$ cat config.mk
export PLATFORM = sky130hd
export DESIGN_NAME = hazard_detection_unit
export DESIGN_NICKNAME = d
export VERILOG_FILES = /design/src/rtl/hazard_detection_unit.sv
export SDC_FILE = /design/constraint.sdc
export NUM_CORES = 1
export LEC_CHECK = 0
export CAP_MARGIN = 20
export CORE_UTILIZATION = 34
export CTS_BUF_LIST = sky130_fd_sc_hd__clkbuf_8
export DETAILED_ROUTE_END_ITERATION = 8
export MAX_ROUTING_LAYER = met4
export PLACE_DENSITY = 0.85
export SETUP_SLACK_MARGIN = 0.05
export SLEW_MARGIN = 20
export SYNTH_ARGS = -nofsm -noshare
export SYNTH_HDL_FRONTEND = slang
export SYNTH_SLANG_ARGS = --single-unit
$ cat constraint.sdc
create_clock -name clk -period 3.2 [get_ports clk]
set_clock_uncertainty 0.05 [all_clocks]
set_input_delay 0.32 -clock clk [delete_from_list [all_inputs] [get_ports clk]]
set_output_delay 0.32 -clock clk [all_outputs]
set_load 0.005 [all_outputs]
$ cat src/rtl/hazard_detection_unit.sv
// Pipeline hazard detection: load-use and branch-operand stalls, control-transfer flush.
// Optional performance counters are built when HAZARD_PERF_EN is defined.
module hazard_detection_unit #(
  parameter int CNT_W = 16
) (
  input  logic             clk,
  input  logic             rst_n,
  input  logic [4:0]       if_id_rs,
  input  logic [4:0]       if_id_rt,
  input  logic             id_uses_rt,
  input  logic             id_branch,
  input  logic             id_ex_memRead,
  input  logic             id_ex_regWrite,
  input  logic [4:0]       id_ex_rd,
  input  logic             ex_mem_memRead,
  input  logic [4:0]       ex_mem_rd,
  input  logic             branch_taken,
  input  logic             jump,
  output logic             pc_write,
  output logic             if_id_write,
  output logic             id_ex_bubble,
  output logic             if_id_flush,
  output logic [CNT_W-1:0] stall_cycles,
  output logic [CNT_W-1:0] flush_events
);

  typedef enum logic {RUN, STALL} state_t;

  state_t     state_reg;
  logic [1:0] cnt_reg;
  logic       match_e;
  logic       match_m;
  logic [1:0] n_req;
  logic       stall;

  always_comb begin
    match_e = (id_ex_rd != 5'd0) &&
              ((id_ex_rd == if_id_rs) || (id_uses_rt && (id_ex_rd == if_id_rt)));
    match_m = (ex_mem_rd != 5'd0) &&
              ((ex_mem_rd == if_id_rs) || (id_uses_rt && (ex_mem_rd == if_id_rt)));
    // Later assignments carry the larger stall requirement, giving the maximum.
    n_req = 2'd0;
    if (id_branch && ex_mem_memRead && match_m)                    n_req = 2'd1;
    if (id_branch && id_ex_regWrite && !id_ex_memRead && match_e)  n_req = 2'd1;
    if (id_ex_memRead && match_e)                                  n_req = 2'd1;
    if (id_branch && id_ex_memRead && match_e)                     n_req = 2'd2;
  end

  // Outputs are Mealy in RUN; STALL and reset force the frozen/bubble pattern.
  always_comb begin
    stall        = !rst_n || (state_reg == STALL) || (n_req != 2'd0);
    pc_write     = !stall;
    if_id_write  = !stall;
    id_ex_bubble = stall;
    if_id_flush  = !stall && (branch_taken || jump);
  end

  always_ff @(posedge clk or negedge rst_n) begin
    if (!rst_n) begin
      state_reg <= RUN;
      cnt_reg   <= 2'd0;
    end else begin
      case (state_reg)
        RUN: begin
          if (n_req == 2'd2) begin
            state_reg <= STALL;
            cnt_reg   <= 2'd1;
          end
        end
        STALL: begin
          if (cnt_reg == 2'd1) begin
            state_reg <= RUN;
            cnt_reg   <= 2'd0;
          end else begin
            cnt_reg <= cnt_reg - 2'd1;
          end
        end
        default: begin
          state_reg <= RUN;
          cnt_reg   <= 2'd0;
        end
      endcase
    end
  end

`ifdef HAZARD_PERF_EN
  logic [CNT_W-1:0] stall_cnt_reg;
  logic [CNT_W-1:0] flush_cnt_reg;

  always_ff @(posedge clk or negedge rst_n) begin
    if (!rst_n) begin
      stall_cnt_reg <= '0;
      flush_cnt_reg <= '0;
    end else begin
      if (!pc_write && (stall_cnt_reg != {CNT_W{1'b1}}))
        stall_cnt_reg <= stall_cnt_reg + 1'b1;
      if (if_id_flush && (flush_cnt_reg != {CNT_W{1'b1}}))
        flush_cnt_reg <= flush_cnt_reg + 1'b1;
    end
  end

  assign stall_cycles = stall_cnt_reg;
  assign flush_events = flush_cnt_reg;
`else
  assign stall_cycles = '0;
  assign flush_events = '0;
`endif

endmodule

==> impl_metrics.json, run 1 <==
{
  "run_status": "finished clean",
  "fin_cells": 150,
  "hold_path_class": "in -> async",
  "clkTransAtPathRegs_ns": 0.03,
  "ys_seq_area_share_pct": 10.64,
  "placed_cell_area_um2": 928.4,
  "avgSynthCellArea_um2": 7.929,
  "r2r_setup_slack_ns": 2.17,
  "worstPathArrival_ns": 2.32,
  "die_w_um": 47.56,
  "finalSetupViolCount": 0,
  "start_util_pct": 35.97,
  "synth.area.top_cells": "buf_4 (35%), xnor2_1 (14%), xor2_1 (11%)",
  "io_buffers": 32,
  "antenna_left": 0,
  "crit_path_top_delay_cell": "clkdlybuf4s50_1",
  "slew_viol_final": 0,
  "seqCellArea_um2": 75.07,
  "totalWireLength_um": 1571,
  "rsz0062_at_grt": "no",
  "ios": 65,
  "num-fill-cells": 198,
  "fin_area_um2": 973.4,
  "yosysWarnings": 0,
  "worstSetupPathType": "in -> out",
  "power.density_mw_per_mm2": 308.7,
  "p_leak_nw": 0.4210,
  "critPathMaxFanout": 3,
  "final.setup.tns_ns": 0,
  "wl_per_cell_um": 10.47,
  "critPathCaptureType": "primary output",
  "diodes": 0,
  "grt_use_total_pct": 13.58,
  "core_mm2": 0.001962,
  "gp_congestion": 0.9159,
  "max-vdd-ir-drop_mv": 0.2031,
  "post_cts_buffers": 0,
  "first_iter_violations": 5,
  "maxCapViolCount": 0,
  "place_inst": 146,
  "nets": 154,
  "drive_above_1_share_pct": 4.065,
  "postCtsResizedCells": 0,
  "final_cell_mix": "conb_1 (32), clkdlybuf4s50_1 (32), xnor2_1 (11), xor2_1 (9), nand2_1 (5)",
  "layout_min_cycle_time_ns": 2.695,
  "clk_latency_ns": 0.21,
  "htreeDepth": 1,
  "cp_common_cell": "clkdlybuf4s50_1",
  "route.vias.total": 599,
  "largest_reg_flops": 2,
  "rr_startpoint": "cnt_reg[0]",
  "die_h_um": 47.56,
  "drc_errors": 0,
  "synth_area_um2": 705.7,
  "cts_made_buffers": 3,
  "cts_buffer_depth": 2,
  "routed_via_density": 3.993,
  "cpPeakStageDelay_ns": 0.52,
  "crit_chain": "clkdlybuf4s50_1 -> xor2_1 -> nor4_1 -> a32oi_1 -> nand2b_4 -> o21ai_0 -> clkdlybuf4s50_1",
  "fmax_ghz": 0.3711,
  "synth_top_area_cell": "buf_4",
  "cp.required_ns": 2.83,
  "reg2regPathDepth": 3,
  "first_global_vias": 552,
  "cts_root_buf": "clkbuf_8",
  "r2r_end": "cnt_reg[0]",
  "die_area_mm2": 0.002261,
  "worstSetupStartpointType": "input pin",
  "synth-seq-cells": 3,
  "post-route-period-util_pct": 84.21,
  "final-hold-violation-count": 0,
  "synthDistinctLibCells": 24,
  "multiInputGateArea_um2": 495.5,
  "clock-sinks": 3,
  "utilization_pct": 49.62,
  "dp_hpwl_um": 1357,
  "syn2layout_area_growth_pct": 37.94,
  "rows": 16,
  "grt_pass1_wl_um": 2021,
  "hold_buffers": 0,
  "overflow": 0,
  "holdWs_ns": 0.2592,
  "firstDrtPassIters": 4,
  "grt_max_degree": 8,
  "antenna_found_initial": 0,
  "cts_tree": "yes",
  "synth_top_area_share_pct": 35.11,
  "synth_cells": 89
}
[critical path: cells and delay by family]
kind,cells,cell delay (ns)
compound gates,2,0.34
xor+xnor,1,0.20
simple gates,2,0.45
buf+inv,2,1.01
[logic make-up (layout without fill, tap and decap cells)]
family                     after synthesis  count (layout)  share of synthesized area, %
adders and majority gates                1               1                         1.773
and+or+nand+nor                         19              19                         13.83
DFF                                      3               3                         10.64
AOI/OAI and AO/OA                       11              11                         12.77
buffers and inverters                   34              37                         35.64
other                                    1              32                        0.5314
xor gates and xnor gates                20              20                         24.82
[metrics by stage]
stage | setup slack, ns | total power [mW]
final | 0.5052 | 0.3005
after CTS | 0.4988 | 0.3048
after global placement | 0.5501 | 0.1869
after global routing | 0.4143 | 0.3225
after floorplan | 1.478 | 0.1557
after detailed placement | 0.5027 | 0.1970
[Yosys cell counts]
library cell / instances
nor2_1: 4
xor2_1: 9
o21a_1: 1
nand4_1: 1
nor4_1: 1
inv_1: 1
ha_1: 1
a21oi_1: 1
o31ai_1: 2
o21ai_0: 2
o31a_1: 1
nand2b_1: 2
nor3_1: 3
dfrtp_1: 3
nand2b_4: 1
o221a_4: 1
buf_4: 33
conb_1: 1
a32oi_1: 1
a41oi_1: 1
nand2_1: 5
nand3_1: 2
xnor2_1: 11
o22ai_1: 1
[final cells by class]
class	instances	area share [%]
Clock inverter	1	0.3856
Inverter	1	0.3856
Timing Repair Buffer	32	32.90
Sequential cell	3	7.712
Tap cell	27	3.470
Clock buffer	3	4.242
Multi-Input combinational cell	83	50.90
[per-layer routing]
layer | global-route usage (%) | share of wire (%) | vias to the layer above
met2 | 29.59 | 60 | 27
met3 | 3.019 | 5.9 | 2
met5 | - | 0 | -
met1 | 9.502 | 34 | 268
met4 | 6.667 | 0.38 | 0
li1 | - | - | 302
[worst max-delay path by stage]
stage	cells past startpoint	slack (ns)	endpoint	from
after floorplan	6	1.48	pc_write	id_ex_rd[3]
after global placement	7	0.55	id_ex_bubble	id_ex_rd[3]
after detailed placement	7	0.50	id_ex_bubble	id_ex_rd[1]
after CTS	7	0.50	id_ex_bubble	id_ex_rd[1]
after global routing	7	0.41	id_ex_bubble	id_ex_rd[1]
final	7	0.51	id_ex_bubble	id_ex_rd[1]
[power breakdown]
group / switching, mW / internal [mW] / total [mW] / leakage (nW)
Combinational: 0.0587 / 0.0788 / 0.137 / 0.356
Sequential: 0.00726 / 0.0510 / 0.0583 / 0.0381
Clock: 0.0233 / 0.0815 / 0.105 / 0.0269
Power figures use the tool's default switching activity.
==> run 2: changes to the inputs <==
Settings changed: CORE_UTILIZATION 34 to 28, PLACE_DENSITY 0.85 to 0.75.
Clock period 3.2 ns to 2.4 ns, I/O delays scaled along.
==> run 2 against run 1 <==
First-iteration DRC count grew 20%. Total power up 35%. Worst hold slack worse by 0.078 ns. Final cell count grew 2.0%. Largest power group unchanged. Non-clock buffer count up 2.
==> impl_metrics.json, run 2 (synthesized netlist as in run 1, its figures left out) <==
{
  "hold_buffers": 0,
  "clkTransAtPathRegs_ns": 0.03,
  "multiInputGateArea_um2": 533.0,
  "cts_buffer_depth": 2,
  "route.vias.total": 654,
  "power_uw": 405.1,
  "num-fill-cells": 234,
  "grt_max_degree": 8,
  "cts_made_buffers": 3,
  "power.density_mw_per_mm2": 390.0,
  "rsz0062_at_grt": "no",
  "io_buffers": 32,
  "first_global_vias": 571,
  "utilization_pct": 45.21,
  "antenna_found_initial": 0,
  "seqCellArea_um2": 75.07,
  "routed_via_density": 4.275,
  "critPathCaptureType": "primary output",
  "first_iter_violations": 6,
  "ios": 65,
  "htreeDepth": 1,
  "post-route-period-util_pct": 94.01,
  "fmax_ghz": 0.4432,
  "syn2layout_area_growth_pct": 47.16,
  "largest_reg_flops": 2,
  "fin_cells": 153,
  "critPathMaxFanout": 3,
  "setup_slack_ns": 0.1438,
  "totalWireLength_um": 1743,
  "cp.required_ns": 2.11,
  "worstPathArrival_ns": 1.97,
  "place_inst": 148,
  "diodes": 0,
  "slew_viol_final": 0,
  "firstDrtPassIters": 5,
  "nets": 156,
  "drive_above_1_share_pct": 10.40,
  "clock-sinks": 3,
  "start_util_pct": 30.72,
  "holdWs_ns": 0.1815,
  "dp_hpwl_um": 1340,
  "die_area_mm2": 0.002725,
  "final_cell_mix": "conb_1 (32), clkdlybuf4s50_1 (14), xnor2_1 (11)",
  "grt_use_total_pct": 12.82,
  "die_w_um": 52.20,
  "overflow": 0,
  "antenna_left": 0,
  "gp_congestion": 0.8117,
  "clk_latency_ns": 0.21,
  "grt_pass1_wl_um": 2435,
  "worstSetupStartpoint": "ex_mem_rd[0]",
  "mostFrequentLayoutCell": "conb_1",
  "run_status": "finished clean",
  "hold_path_class": "in -> async",
  "rr_startpoint": "cnt_reg[0]",
  "cts_tree": "yes",
  "final-hold-violation-count": 0,
  "wl_per_cell_um": 11.39,
  "layout_min_cycle_time_ns": 2.256,
  "worstSetupPathType": "in -> out",
  "finalSetupViolCount": 0,
  "maxCapViolCount": 0,
  "p_leak_nw": 0.5345,
  "cts_root_buf": "clkbuf_8",
  "pre_cts_slack_ns": -0.08200,
  "core_mm2": 0.002297,
  "max-vdd-ir-drop_mv": 0.2138,
  "worstSetupStartpointType": "input pin",
  "rows": 17,
  "drc_errors": 0,
  "die_h_um": 52.20
}
==> run 2: cell types whose count changed in the layout (fill, tap and decap cells not counted), sizes merged <==
cell,before,now
buf,0,2
dlymetal6s2s,0,9
dlygate4sd2,0,9
clkdlybuf4s50,32,14
==> run 2: worst paths after layout <==
check / slack (ns) / to / cells past startpoint
max: 0.14 / pc_write / 7
min reg2reg: 0.48 / cnt_reg[0] / 1
max in group asynchronous: 1.95 / cnt_reg[1] / 1
min in group clk: 0.48 / cnt_reg[0] / 1
min: 0.18 / cnt_reg[0] / 1
max reg2reg: 1.38 / cnt_reg[0] / 3
==> run 2: per-layer routing <==
layer	up-vias	GRT usage [%]	wire, µm
met2	52	24.79	921
met4	0	5.263	41
met5	-	-	0
li1	306	-	-
met1	290	11.67	567
met3	6	3.478	212
==> run 2: per-stage QoR <==
stage	setup TNS [ns]	instance area [µm²]
floorplan	0	822.0
global placement	-0.05216	937.1
detailed placement	-0.1980	937.1
CTS	0	978.4
global route	0	1039
finish	0	1039
==> run 2: cell type report <==
cell class / instances / share of cell area (%)
well taps: 28 / 3.373
repair buffers: 34 / 33.37
multi-input cells: 83 / 51.33
flip-flops and latches: 3 / 7.229
clock buffers: 3 / 3.976
inverters: 1 / 0.3614
clock inverters: 1 / 0.3614
==> run 2: power by group <==
group	total, mW	switching (mW)	internal [mW]
logic	0.185	0.0857	0.0997
registers	0.0784	0.0103	0.0681
clock network	0.141	0.0324	0.109
==> run 2: worst max-delay path, cell delays in order <==
cell and delay, ns:
clkdlybuf4s50_1 0.54, xnor2_1 0.14, nand4_1 0.13, o22ai_2 0.16
a41oi_2 0.15, o21a_1 0.15, clkdlybuf4s50_1 0.44
==> run 2: what timing repair did <==
item	CTS	global route
endpoints found under the setup margin	4	3
gates resized for setup	10	14
pin swaps	2	4
setup buffers	0	1
